$ cat config.mk
export PLATFORM = sky130hd
export DESIGN_NAME = multiplicador_seq
export DESIGN_NICKNAME = d
export VERILOG_FILES = /design/src/rtl/multiplicador_seq.sv
export SDC_FILE = /design/constraint.sdc
export NUM_CORES = 1
export LEC_CHECK = 0
export ABC_AREA = 1
export BUFFER_PORTS_ARGS = -buffer_cell sky130_fd_sc_hd__buf_2
export CELL_PAD_IN_SITES_DETAIL_PLACEMENT = 1
export CELL_PAD_IN_SITES_GLOBAL_PLACEMENT = 1
export CORE_ASPECT_RATIO = 1.5
export CORE_UTILIZATION = 30
export DETAILED_ROUTE_END_ITERATION = 7
export PLACE_DENSITY_LB_ADDON = 0.15
export SYNTH_ARGS = -nofsm -noshare
export SYNTH_HDL_FRONTEND = slang
export SYNTH_SLANG_ARGS = --single-unit
$ cat constraint.sdc
create_clock -name clk_i -period 1.47 [get_ports clk_i]
set_input_delay 0.2205 -clock clk_i [delete_from_list [all_inputs] [get_ports clk_i]]
set_output_delay 0.2205 -clock clk_i [all_outputs]
set_load 0.01 [all_outputs]
$ cat src/rtl/multiplicador_seq.sv
// Purpose: sequential shift-and-add unsigned multiplier, WIDTH x WIDTH -> 2*WIDTH bits.
// Latency: start captured at edge N, product_o/done_o valid after edge N+WIDTH.
// Backpressure: none; a new operation needs compute_i to fall and rise again after DONE.
module multiplicador_seq #(
    parameter int WIDTH = 4
) (
    input  logic                 clk_i,
    input  logic                 rst_i,
    input  logic                 compute_i,
    input  logic [WIDTH-1:0]     A_i,
    input  logic [WIDTH-1:0]     B_i,
    output logic [2*WIDTH-1:0]   product_o,
    output logic                 busy_o,
    output logic                 done_o,
    output logic [1:0]           fsm_state_o
);

    localparam int PW = 2 * WIDTH;
    localparam int CW = $clog2(WIDTH) + 1;
    localparam logic [CW-1:0] LAST_CNT = CW'(WIDTH - 1);

    typedef enum logic [1:0] {
        ST_IDLE = 2'd0,
        ST_RUN  = 2'd1,
        ST_DONE = 2'd2,
        ST_BAD  = 2'd3
    } state_t;

    state_t          state_q;
    state_t          state_d;

    // compute_i delay for rising-edge detection
    logic            compute_q;
    // Set once compute_i has been seen low since reset; a level that is
    // already high when reset is released must not count as a start.
    logic            armed_q;
    logic            start;

    // Datapath: shifted multiplicand, shifted multiplier, running sum
    logic [PW-1:0]    mcand_q;
    logic [WIDTH-1:0] mplier_q;
    logic [PW-1:0]    acc_q;
    logic [PW-1:0]    acc_sum;
    logic [PW-1:0]    product_q;
    logic [CW-1:0]    cnt_q;
    logic             last_iter;

    assign start     = compute_i & ~compute_q & armed_q;
    assign last_iter = (cnt_q == LAST_CNT);

    // Add this iteration's partial product when the current multiplier bit is set
    always_comb begin
        acc_sum = acc_q;
        if (mplier_q[0]) begin
            acc_sum = acc_q + mcand_q;
        end
    end

    // State register
    always_ff @(posedge clk_i or negedge rst_i) begin
        if (!rst_i) begin
            state_q <= ST_IDLE;
        end else begin
            state_q <= state_d;
        end
    end

    // Next-state logic; the unused encoding falls back to IDLE
    always_comb begin
        state_d = state_q;
        case (state_q)
            ST_IDLE: begin
                if (start) begin
                    state_d = ST_RUN;
                end
            end
            ST_RUN: begin
                if (last_iter) begin
                    state_d = ST_DONE;
                end
            end
            ST_DONE: begin
                if (!compute_i) begin
                    state_d = ST_IDLE;
                end
            end
            default: begin
                state_d = ST_IDLE;
            end
        endcase
    end

    // Edge-detect registers track compute_i in every state
    always_ff @(posedge clk_i or negedge rst_i) begin
        if (!rst_i) begin
            compute_q <= 1'b0;
            armed_q   <= 1'b0;
        end else begin
            compute_q <= compute_i;
            if (!compute_i) begin
                armed_q <= 1'b1;
            end
        end
    end

    // Operand shadowing on start, one shift-and-add step per clock in RUN
    always_ff @(posedge clk_i or negedge rst_i) begin
        if (!rst_i) begin
            mcand_q   <= '0;
            mplier_q  <= '0;
            acc_q     <= '0;
            cnt_q     <= '0;
            product_q <= '0;
        end else begin
            case (state_q)
                ST_IDLE: begin
                    if (start) begin
                        mcand_q  <= {{WIDTH{1'b0}}, A_i};
                        mplier_q <= B_i;
                        acc_q    <= '0;
                        cnt_q    <= '0;
                    end
                end
                ST_RUN: begin
                    acc_q    <= acc_sum;
                    mcand_q  <= mcand_q << 1;
                    mplier_q <= mplier_q >> 1;
                    cnt_q    <= cnt_q + CW'(1);
                    if (last_iter) begin
                        product_q <= acc_sum;
                    end
                end
                default: begin
                end
            endcase
        end
    end

    // Status outputs are plain decodes of the state register
    always_comb begin
        product_o   = product_q;
        busy_o      = (state_q == ST_RUN);
        done_o      = (state_q == ST_DONE);
        fsm_state_o = state_q;
    end

endmodule

Yosys cells after proc, flatten, opt, wreduce, memory -nomap -nowiden
Index checks and enable logic that the tools add are counted.

storage, ports and cells
  input port bits = 11
  logic and storage cells = 37
  flip-flop bits (word level) = 35
  output and inout port bits = 12

cells by class
  reductions and logical operators = 5
  equality and inequality tests = 6
  add/subtract/negate cells = 2
  bitwise gates (word level) = 3
  multiplexer cells = 13

operator list
  kind                   count
  $pmux W8 S2            2
  $mux W8                3
  $add A8 B8 Y8          1
  $pmux W4 S2            1
  $mux W2                3
  $pmux W2 S3            1
  $pmux W3 S2            1
  $mux W4                1
  $ne A2 B2 Y1 const B   2
  $reduce_and A2 Y1      2
  $add A3 B1 Y3 const B  1
  $eq A3 B2 Y1 const B   1
  $mux W3                1
  $reduce_and A3 Y1      1
  $and A1 B1 Y1          2
  $eq A2 B1 Y1 const B   1
  $eq A2 B2 Y1 const B   1
  $logic_not A2 Y1       1
  $ne A2 B1 Y1 const B   1
  $reduce_bool A2 Y1     1
  $not A1 Y1             1

Depth between registers and ports, before layout
Gate-level depths: netlist of the first run.

  depth in word-level cells = 5
  gate-level depth with buffers = 10
  gate-level depth less buffers = 10

Worst setup path after synthesis of the first run
Ideal clock, no wire load.

  path kind = reg-to-reg
  from = reg mcand_q[0]
  to = reg acc_q[6]
  period minus slack after synthesis = 1620 ps
  arrival time = 1502 ps
  setup slack = -150 ps
  path buffers = 0
  library setup time = 117 ps
  data required time = 1353 ps
  stages on the path, launching flop included = 11
  cells stage by stage = dfrtp_1 ha_1 fa_1 nand2_1 nand3_1 nand3_1 nand2_1 nand2_1 nand3_1 nand3_1 nand2_1

on the way
  longest elaborated chain between the ends = 3

ends and longest elaborated chain
  element                   RTL line  source
  start: declaration        40        logic [PW-1:0] mcand_q;
  start signal: assignment  118       mcand_q <= {{WIDTH{1'b0}}, A_i};
  start signal: assignment  126       mcand_q <= mcand_q << 1;
  $add A8 B8 Y8             55        acc_sum = acc_q + mcand_q;
  $mux W8                   54        if (mplier_q[0]) begin
  $pmux W8 S2               115       case (state_q)
  end signal: assignment    125       acc_q <= acc_sum;
  end: declaration          42        logic [PW-1:0] acc_q;

No other way between the ends.
A chain may end at the register's enable or synchronous reset.

Worst setup path after layout of the first run
Ends and elaborated chain as after synthesis.

==> results.toml, run 1 <==
[status]
status = "complete, but fails checks"
violations = "negative setup slack"

[floorplan]
rows = 34
start_util_pct = 31.3
die_area_sq_um = 6450
die_x_microns = 65.9
die-height_microns = 97.9
pin_count = 23
coreArea_sq_um = 5870

[clocking]
root_buffer = "clkbuf_8"
htree_num_levels = 2
path_clk_slew_ps = 70
clock_latency_ps = 290
cts.sinks = 35
cts_tree = "yes"
cts_buffers = 5
clk_path_buf_depth = 2

[routing]
wirelength_microns = 4690
drtIter0Drc = 45
via_per_inst = 4.77
dr.pass1.iters = 4
drtAntennaViolNets = 0
drc = 0
wl_per_cell_microns = 14.0
vias = 1598

[timing]
max_clock_freq_mhz = 608
worst_slack_ps = -175
tightest_slew_ps = 610
fin_crit_ps = 1650
slew_viol_final = 0
slew_headroom_pct = 59.3
finalCritPeriodShare_pct = 112
finalHoldViolations = 0
rsz0062_at_grt = "yes"
setup_viol = 13
finClkSkew_ps = 4.92

[critical_path]
cp_top_family = "simple AND/OR/NAND/NOR gates"
crit_chain = "ha_2 -> fa_2 -> nand2_2 -> nand3_2 -> nand3_2 -> nand2_1 -> nand2_1 -> nand3_2 -> nand3_2 -> nand2_1"
end_kind = "flop"
worst-path-buf-inv = 0
critical_path_class = "reg2reg"
worst-path-stages = 10
crit_top_cell = "nand3_2"
crit_fanout = 3
worst_ep_arrival_time_ps = 1830
cp.required_ps = 1650
crit_path_max_incr_delay_ps = 380
startpoint_type = "flop"
rr_worst_depth = 10
critPathSlowestCell = "dfrtp_1"

[global_routing]
grt_pass1_vias = 1697
grt_max_degree = 36
grt_pass1_wl_microns = 8000
antenna_found_initial = 0
grt_usage_pct = 16.7
grt_overflow = 0

[placement]
hpwlAfterDp_microns = 3420
place_congestion = 0.807
io_buffers = 22
dpl_cell_area_sq_um = 2150

[pwr]
p_leak_nw = 1.23
irDropWorstVdd_v = 0.00101
p_per_area_nw_per_um2 = 2530
power_w = 0.00608

[synth]
syn_nets = 235
synth_edf_count = 0
yosys.cell_count.top_type = "nand2_1"
synth_cell_type_count = 27
synth-seq-cells = 35
postSynthAreaPerCell_sq_um = 8.59
synthesis.area_sq_um = 1840
synth_commonest_cells = "nand2_1, dfrtp_1, inv_1, nand3_1, nor2_1"
ys_seq_area_share_pct = 47.7
ys_warn_count = 0
synthArstFlopShare_pct = 100
synthCells = 214
synth_top_area_share_pct = 47.7
yosysTopAreaCell = "dfrtp_1"
synthTopCellsByArea = "dfrtp_1, nand2_1, ha_1, nand3_1, inv_1"
ys.flop_type = "dfrtp_1"

[hold_path]
hp-class = "in2reg"
hold_depth = 1

[finish]
area_delta_synth_final_pct = 30.7
layout-drive-gt1-share_pct = 33.8
postLayoutCellArea_sq_um = 2400
antenna_cells = 0
fin_nets = 284

[flow_run]
drv_cap = 0
-- layout by cell type, fill, tap and decap left out --
cell | Yosys | layout
buf_2 | 4 | 22
nor2_1 | 16 | 15
xnor2_1 | 1 | 1
ha_2 | 0 | 1
nand3b_1 | 2 | 2
o21ai_0 | 7 | 4
ha_4 | 0 | 3
nor2_2 | 1 | 2
a211oi_2 | 2 | 2
a22o_1 | 1 | 1
nor2_4 | 2 | 2
ha_1 | 9 | 5
clkbuf_8 | 0 | 5
nor3_2 | 3 | 3
buf_6 | 2 | 2
nand2_4 | 2 | 2
nand2_2 | 0 | 4
or2_2 | 3 | 3
nand3_1 | 18 | 12
or2_4 | 0 | 1
nor3_1 | 7 | 7
fa_2 | 0 | 1
inv_1 | 21 | 21
a21oi_2 | 0 | 2
clkbuf_1 | 0 | 1
a32o_1 | 2 | 2
inv_2 | 2 | 2
nand2_1 | 56 | 52
buf_4 | 0 | 23
dlygate4sd3_1 | 0 | 1
inv_4 | 1 | 1
bufinv_16 | 0 | 1
o22ai_1 | 4 | 4
nand3_2 | 0 | 6
o21ai_1 | 7 | 9
a21oi_1 | 4 | 2
o21ai_2 | 0 | 1
dfrtp_1 | 35 | 35
-- cell families (layout without fill, tap and decap cells) --
kind of cell,Yosys count,after routing,share of synthesized area [%]
DFF,35,35,47.7
and+or+nand+nor,111,111,28.1
AOI/OAI and AO/OA,27,27,9.19
adders and majority gates,10,10,7.22
xor gates and xnor gates,1,1,0.477
buffers and inverters,30,79,7.35
-- final timing paths --
path	from	slack (ps)	end
min reg2reg	product_o[1]	480	product_o[1]
max in group asynchronous	rst_i	630	product_o[1]
max reg2reg	mcand_q[0]	-180	acc_q[6]
min	compute_i	80	compute_q
max	mcand_q[0]	-180	acc_q[6]
min in group asynchronous	rst_i	510	mplier_q[1]
-- registers in the layout, indices dropped and copies added (netlist names) --
| name | cells |
|---|---|
| acc_q | 8 |
| mcand_q | 8 |
| product_o | 8 |
| mplier_q | 4 |
| cnt_q | 3 |
| fsm_state_o | 2 |
| armed_q | 1 |
| compute_q | 1 |
-- layout make-up --
class                           instances  area, sq um
Fill cell                             698         3470
Clock inverter                          1         30.0
Multi-Input combinational cell        149          926
Inverter                               24         92.6
Clock buffer                            6         72.6
Timing Repair Buffer                   48          315
Tap cell                               72         90.1
Sequential cell                        35          876
-- layer usage --
layer  global-route usage, %  share of wire [%]  vias to the layer above
li1                        -                  -                      795
met1                    19.7                 42                      776
met2                    29.0                 55                       21
met3                    2.80                1.9                        6
met4                    7.02                1.7                        0
met5                       0                  0                        -
-- power breakdown --
group          internal (W)  switching, W  total (W)  leakage (nW)
combinational       0.00158       0.00190    0.00348         0.744
clock              0.000497      0.000353   0.000850        0.0513
sequential          0.00139      0.000369    0.00175         0.434
total               0.00347       0.00262    0.00608          1.23
-- per-stage QoR --
step	hold slack (ps)	utilization [%]	cells	worst slack (ps)	TNS [ps]
floorplan	-75.1	-	214	-49.8	-123
global placement	294	36.6	320	-143	-988
detailed placement	297	36.6	320	-177	-1220
CTS	70.7	39.9	331	-179	-1330
global route	73.3	40.9	335	-272	-2640
finish	80.3	40.9	335	-175	-1120
-- repair_timing --
| action | in CTS | in global routing |
|---|---|---|
| pin swaps | 8 | 5 |
| gates resized for setup | 13 | 6 |
| gates cloned | 0 | 0 |
| setup buffers | 3 | 4 |
| hold buffers | 1 | 0 |
| endpoints found under the setup margin | 15 | 15 |
| endpoints found under the hold margin | 35 | 0 |
No activity file was read; power rests on OpenSTA's default activity.
==> inputs of run 2 (changes only) <==
--- a/config.mk
+++ b/config.mk
@@ -9,7 +9,6 @@
 export BUFFER_PORTS_ARGS = -buffer_cell sky130_fd_sc_hd__buf_2
 export CELL_PAD_IN_SITES_DETAIL_PLACEMENT = 1
 export CELL_PAD_IN_SITES_GLOBAL_PLACEMENT = 1
-export CORE_ASPECT_RATIO = 1.5
 export CORE_UTILIZATION = 30
 export DETAILED_ROUTE_END_ITERATION = 7
 export PLACE_DENSITY_LB_ADDON = 0.15
==> results.toml, run 2 (synthesis gave the netlist of run 1 again) <==
[clocking]
cts_buffers = 5
htree_num_levels = 2
path_clk_slew_ps = 70
cts.sinks = 35
root_buffer = "clkbuf_8"
clk_path_buf_depth = 2
clock_latency_ps = 280
cts_tree = "yes"

[routing]
wl_per_cell_microns = 14.4
vias = 1561
drc = 0
via_per_inst = 4.66
highest_layer = "met4"
wirelength_microns = 4830
drtAntennaViolNets = 0
wl_met1_microns = 2370
wl_met2_microns = 2300
dr.pass1.iters = 3
wl_met3_microns = 112
drtIter0Drc = 30

[floorplan]
die-height_microns = 80.3
pin_count = 23
coreArea_sq_um = 5920
start_util_pct = 31.0
rows = 28
die_x_microns = 80.3
die_area_sq_um = 6440

[timing]
finalHoldViolations = 0
worst_slack_ps = -154
tightest_slew_ps = 534
fin_setup_tns_ps = -1140
rsz0062_at_grt = "yes"
fin_crit_ps = 1620
finClkSkew_ps = 4.94
slew_headroom_pct = 64.4
setup_viol = 14
hold_slack_ps = 93.6
max_clock_freq_mhz = 616
slew_viol_final = 0
finalCritPeriodShare_pct = 110

[finish]
layout-drive-gt1-share_pct = 32.7
fin_nets = 280
final_cell_mix = "nand2_1, dfrtp_1, buf_2, inv_1, buf_4"
antenna_cells = 0
n_fill_cell = 733
final_common_cell = "nand2_1"
area_delta_synth_final_pct = 28.8

[critical_path]
worst_ep_arrival_time_ps = 1800
rrSetupSlack_ps = -150
critical_path_class = "reg2reg"
cp.required_ps = 1650
crit_fanout = 3
rr_worst_depth = 10
r2r_end = "product_o[6]"
end_kind = "flop"
reg2reg_from = "mcand_q[0]"
startpoint_type = "flop"

[hold_path]
hp-start = "compute_i"
hp-class = "in2reg"
hold_end = "compute_q"
hold_depth = 1

[placement]
io_buffers = 22
place_congestion = 0.741
hpwlAfterDp_microns = 3420

[pwr]
p_leak_nw = 1.21
p_per_area_nw_per_um2 = 2510
irDropWorstVdd_v = 0.000748

[global_routing]
grt_pass1_vias = 1661
antenna_found_initial = 0
grt_usage_pct = 17.1
grt_pass1_wl_microns = 8140
grt_overflow = 0
grt_max_degree = 23

[status]
status = "complete, but fails checks"
violations = "negative setup slack"

[flow_run]
drv_cap = 0
[run 2: repair_timing]
action | in CTS | in global routing
setup endpoints to repair | 15 | 16
resized for setup | 11 | 6
pin swaps | 9 | 5
hold buffers | 1 | 0
gates cloned | 0 | 0
hold endpoints to repair | 13 | 0
setup buffers | 2 | 3
[run 2: per-stage QoR]
stage	total power, W	utilization, %	area (sq um)	cells	setup WS, ps
2_1_floorplan	0.00381	-	1860	214	-49.8
3_3_place_gp	0.00479	36.3	2150	321	-147
3_5_place_dp	0.00486	36.3	2150	321	-186
4_1_cts	0.00589	39.3	2330	332	-200
5_1_grt	0.00655	40.0	2370	335	-273
6_report	0.00593	40.0	2370	335	-154
[run 2: report_power, final]
part           switching (W)  leakage (nW)  internal (W)
combinational        0.00192         0.727       0.00151
clock               0.000348        0.0515      0.000428
sequential          0.000341         0.432       0.00139
total                0.00260          1.21       0.00333
[run 2: worst max path at each step]
stage / from / end / slack [ps] / cells past startpoint
after floorplan: mcand_q[0] / acc_q[6] / -50 / 10
after global placement: acc_q[0] / product_o[6] / -150 / 10
after detailed placement: acc_q[0] / product_o[6] / -190 / 10
after CTS: mcand_q[0] / product_o[6] / -200 / 10
after global routing: mcand_q[0] / acc_q[6] / -270 / 10
final: mcand_q[0] / product_o[6] / -150 / 10
[run 2: final cells by class]
| class | instances | area [sq um] | share of cell area (%) |
|---|---|---|---|
| Inverter | 24 | 92.6 | 3.91 |
| Timing Repair Buffer | 44 | 294 | 12.4 |
| Sequential cell | 35 | 877 | 37.1 |
| Multi-Input combinational cell | 149 | 910 | 38.4 |
| Clock buffer | 8 | 100 | 4.23 |
| Tap cell | 75 | 93.8 | 3.96 |
[run 2: metal layers]
layer  GRT usage [%]  vias up
met5               0        -
met4            5.71        0
met3            3.18        4
met2            28.9       18
met1            21.9      755
li1                -      784
[run 2: worst max-delay path: stages, from the launching register on]
cell and delay (ps):
dfrtp_1 380, ha_2 200, fa_2 350, nand2_2 80, nand3_2 80, nand3_2 80, nand2_1 50, nand2_1 70
nand3_2 90, nand3_2 90, nand2_1 50
==> inputs of run 3 (changes only) <==
--- a/config.mk
+++ b/config.mk
@@ -9,7 +9,9 @@
 export BUFFER_PORTS_ARGS = -buffer_cell sky130_fd_sc_hd__buf_2
 export CELL_PAD_IN_SITES_DETAIL_PLACEMENT = 1
 export CELL_PAD_IN_SITES_GLOBAL_PLACEMENT = 1
+export CORE_ASPECT_RATIO = 0.5
 export CORE_UTILIZATION = 30
+export CTS_BUF_LIST = sky130_fd_sc_hd__clkbuf_4
 export DETAILED_ROUTE_END_ITERATION = 7
 export PLACE_DENSITY_LB_ADDON = 0.15
 export SYNTH_ARGS = -nofsm -noshare
==> constraint.sdc (replaced) <==
create_clock -name clk_i -period 1.3 [get_ports clk_i]
set_input_delay 0.195 -clock clk_i [delete_from_list [all_inputs] [get_ports clk_i]]
set_output_delay 0.195 -clock clk_i [all_outputs]
set_load 0.01 [all_outputs]
==> results.toml, run 3 (synthesis gave the netlist of run 1 again) <==
[status]
status = "complete, but fails checks"
violations = "negative setup slack"

[clocking]
clock_latency_ps = 350
cts_buffers = 5
cts.sinks = 35
clk_path_buf_depth = 2
htree_num_levels = 2
cts_tree = "yes"
root_buffer = "clkbuf_4"
path_clk_slew_ps = 110

[timing]
finalHoldViolations = 0
max_clock_freq_mhz = 578
finClkSkew_ps = 11.8
hold_slack_ps = 35.0
tightest_slew_ps = 473
slew_headroom_pct = 68.5
rsz0062_at_grt = "yes"
finalCritPeriodShare_pct = 133
setup_viol = 17
worst_slack_ps = -431
slew_viol_final = 0
fin_crit_ps = 1730

[floorplan]
die-height_microns = 57.4
coreArea_sq_um = 5680
die_x_microns = 113
die_area_sq_um = 6460
rows = 19
start_util_pct = 32.3
pin_count = 23

[finish]
final_common_cell = "nand2_1"
area_delta_synth_final_pct = 45.7
fin_nets = 304
final_cell_mix = "nand2_1, buf_4, dfrtp_1, inv_1, buf_2"
postLayoutCellArea_sq_um = 2680
antenna_cells = 0
layout-drive-gt1-share_pct = 44.0
final_core_util_pct = 47.1

[pwr]
irDropWorstVdd_v = 0.00116
power_w = 0.00752
p_leak_nw = 1.35
p_per_area_nw_per_um2 = 2810

[placement]
place_congestion = 0.779
io_buffers = 22
hpwlAfterDp_microns = 3520
dpl_cell_area_sq_um = 2220

[global_routing]
grt_max_degree = 36
grt_pass1_vias = 1781
grt_usage_pct = 18.0
grt_pass1_wl_microns = 8740
grt_overflow = 0
antenna_found_initial = 0

[critical_path]
critPathSlowestCell = "dfrtp_1"
startpoint_type = "flop"
rr_worst_depth = 10
crit_chain = "ha_2 -> fa_2 -> nand2_4 -> nand3_4 -> nand3_2 -> nand2_1 -> nand2_1 -> nand3_2 -> nand3_2 -> nand2_1"
critical_path_class = "reg2reg"
rrSetupSlack_ps = -430
r2r_end = "product_o[6]"
worst_ep_arrival_time_ps = 1980
cp.required_ps = 1550
crit_path_max_incr_delay_ps = 430
end_kind = "flop"
crit_fanout = 3
reg2reg_from = "mcand_q[0]"

[hold_path]
hp-start = "compute_i"
hp-class = "in2reg"
hold_depth = 2
hold_end = "armed_q"

[routing]
wirelength_microns = 5400
dr.pass1.iters = 4
drc = 0
drtIter0Drc = 37
wl_per_cell_microns = 15.1
vias = 1704
via_per_inst = 4.77
drtAntennaViolNets = 0

[flow_run]
drv_cap = 0
## run 3: changes by cell type in the layout (fill, tap and decap cells not counted), moves of 2 or more
cell / change
buf_6: +8
nor3_2: +3
buf_4: +17
nor2_1: -3
clkbuf_4: +6
nor3_1: -6
inv_1: -2
buf_2: -3
clkbuf_8: -7
nor3_4: +3
nor2_4: +4
## run 3: layer usage
| layer | vias to the layer above | wire [microns] | GRT usage, % |
|---|---|---|---|
| met5 | - | 0 | 0 |
| met2 | 18 | 2650 | 30.5 |
| met4 | 0 | 56 | 5.71 |
| li1 | 838 | - | - |
| met1 | 843 | 2530 | 23.1 |
| met3 | 5 | 159 | 4.25 |
## run 3: worst max path at each step
stage | from | to | cells past startpoint
after floorplan | mcand_q[0] | acc_q[6] | 10
after global placement | acc_q[0] | product_o[6] | 10
after detailed placement | acc_q[0] | product_o[6] | 10
after CTS | mcand_q[0] | product_o[6] | 10
after global routing | mcand_q[0] | acc_q[6] | 10
final | mcand_q[0] | product_o[6] | 10
## run 3: area by class of cell
cell class | count | area, sq um
inverter | 24 | 103
clock inverter | 2 | 12.5
clock buffer | 6 | 45.0
timing repair buffer | 68 | 527
tap | 73 | 91.3
sequential | 35 | 878
multi-input combinational | 149 | 1020
fill | 684 | 3000
## run 3: worst max-delay path, delay by kind of cell (launching register included)
kind | cells | cell delay [ps]
simple gates | 8 | 600
flops | 1 | 430
fa+ha+maj | 2 | 600
## run 3: stage by stage
stage | setup slack, ps | std cells | TNS (ps)
3_3_place_gp | -318 | 331 | -3200
4_1_cts | -402 | 349 | -3850
2_1_floorplan | -219 | 214 | -1790
5_1_grt | -509 | 357 | -6570
3_5_place_dp | -417 | 331 | -3740
6_report | -431 | 357 | -4670
## run 3: repair_timing
item	in CTS	in global routing
buffers inserted	8	7
pin swaps	7	15
setup endpoints to repair	19	30
gates resized for setup	22	33
hold buffers	2	0
endpoints found under the hold margin	36	0
cloned	0	1
## run 3: power by group
group	internal (W)	switching, W
clock	0.000230	0.000402
sequential	0.00157	0.000410
combinational	0.00235	0.00256
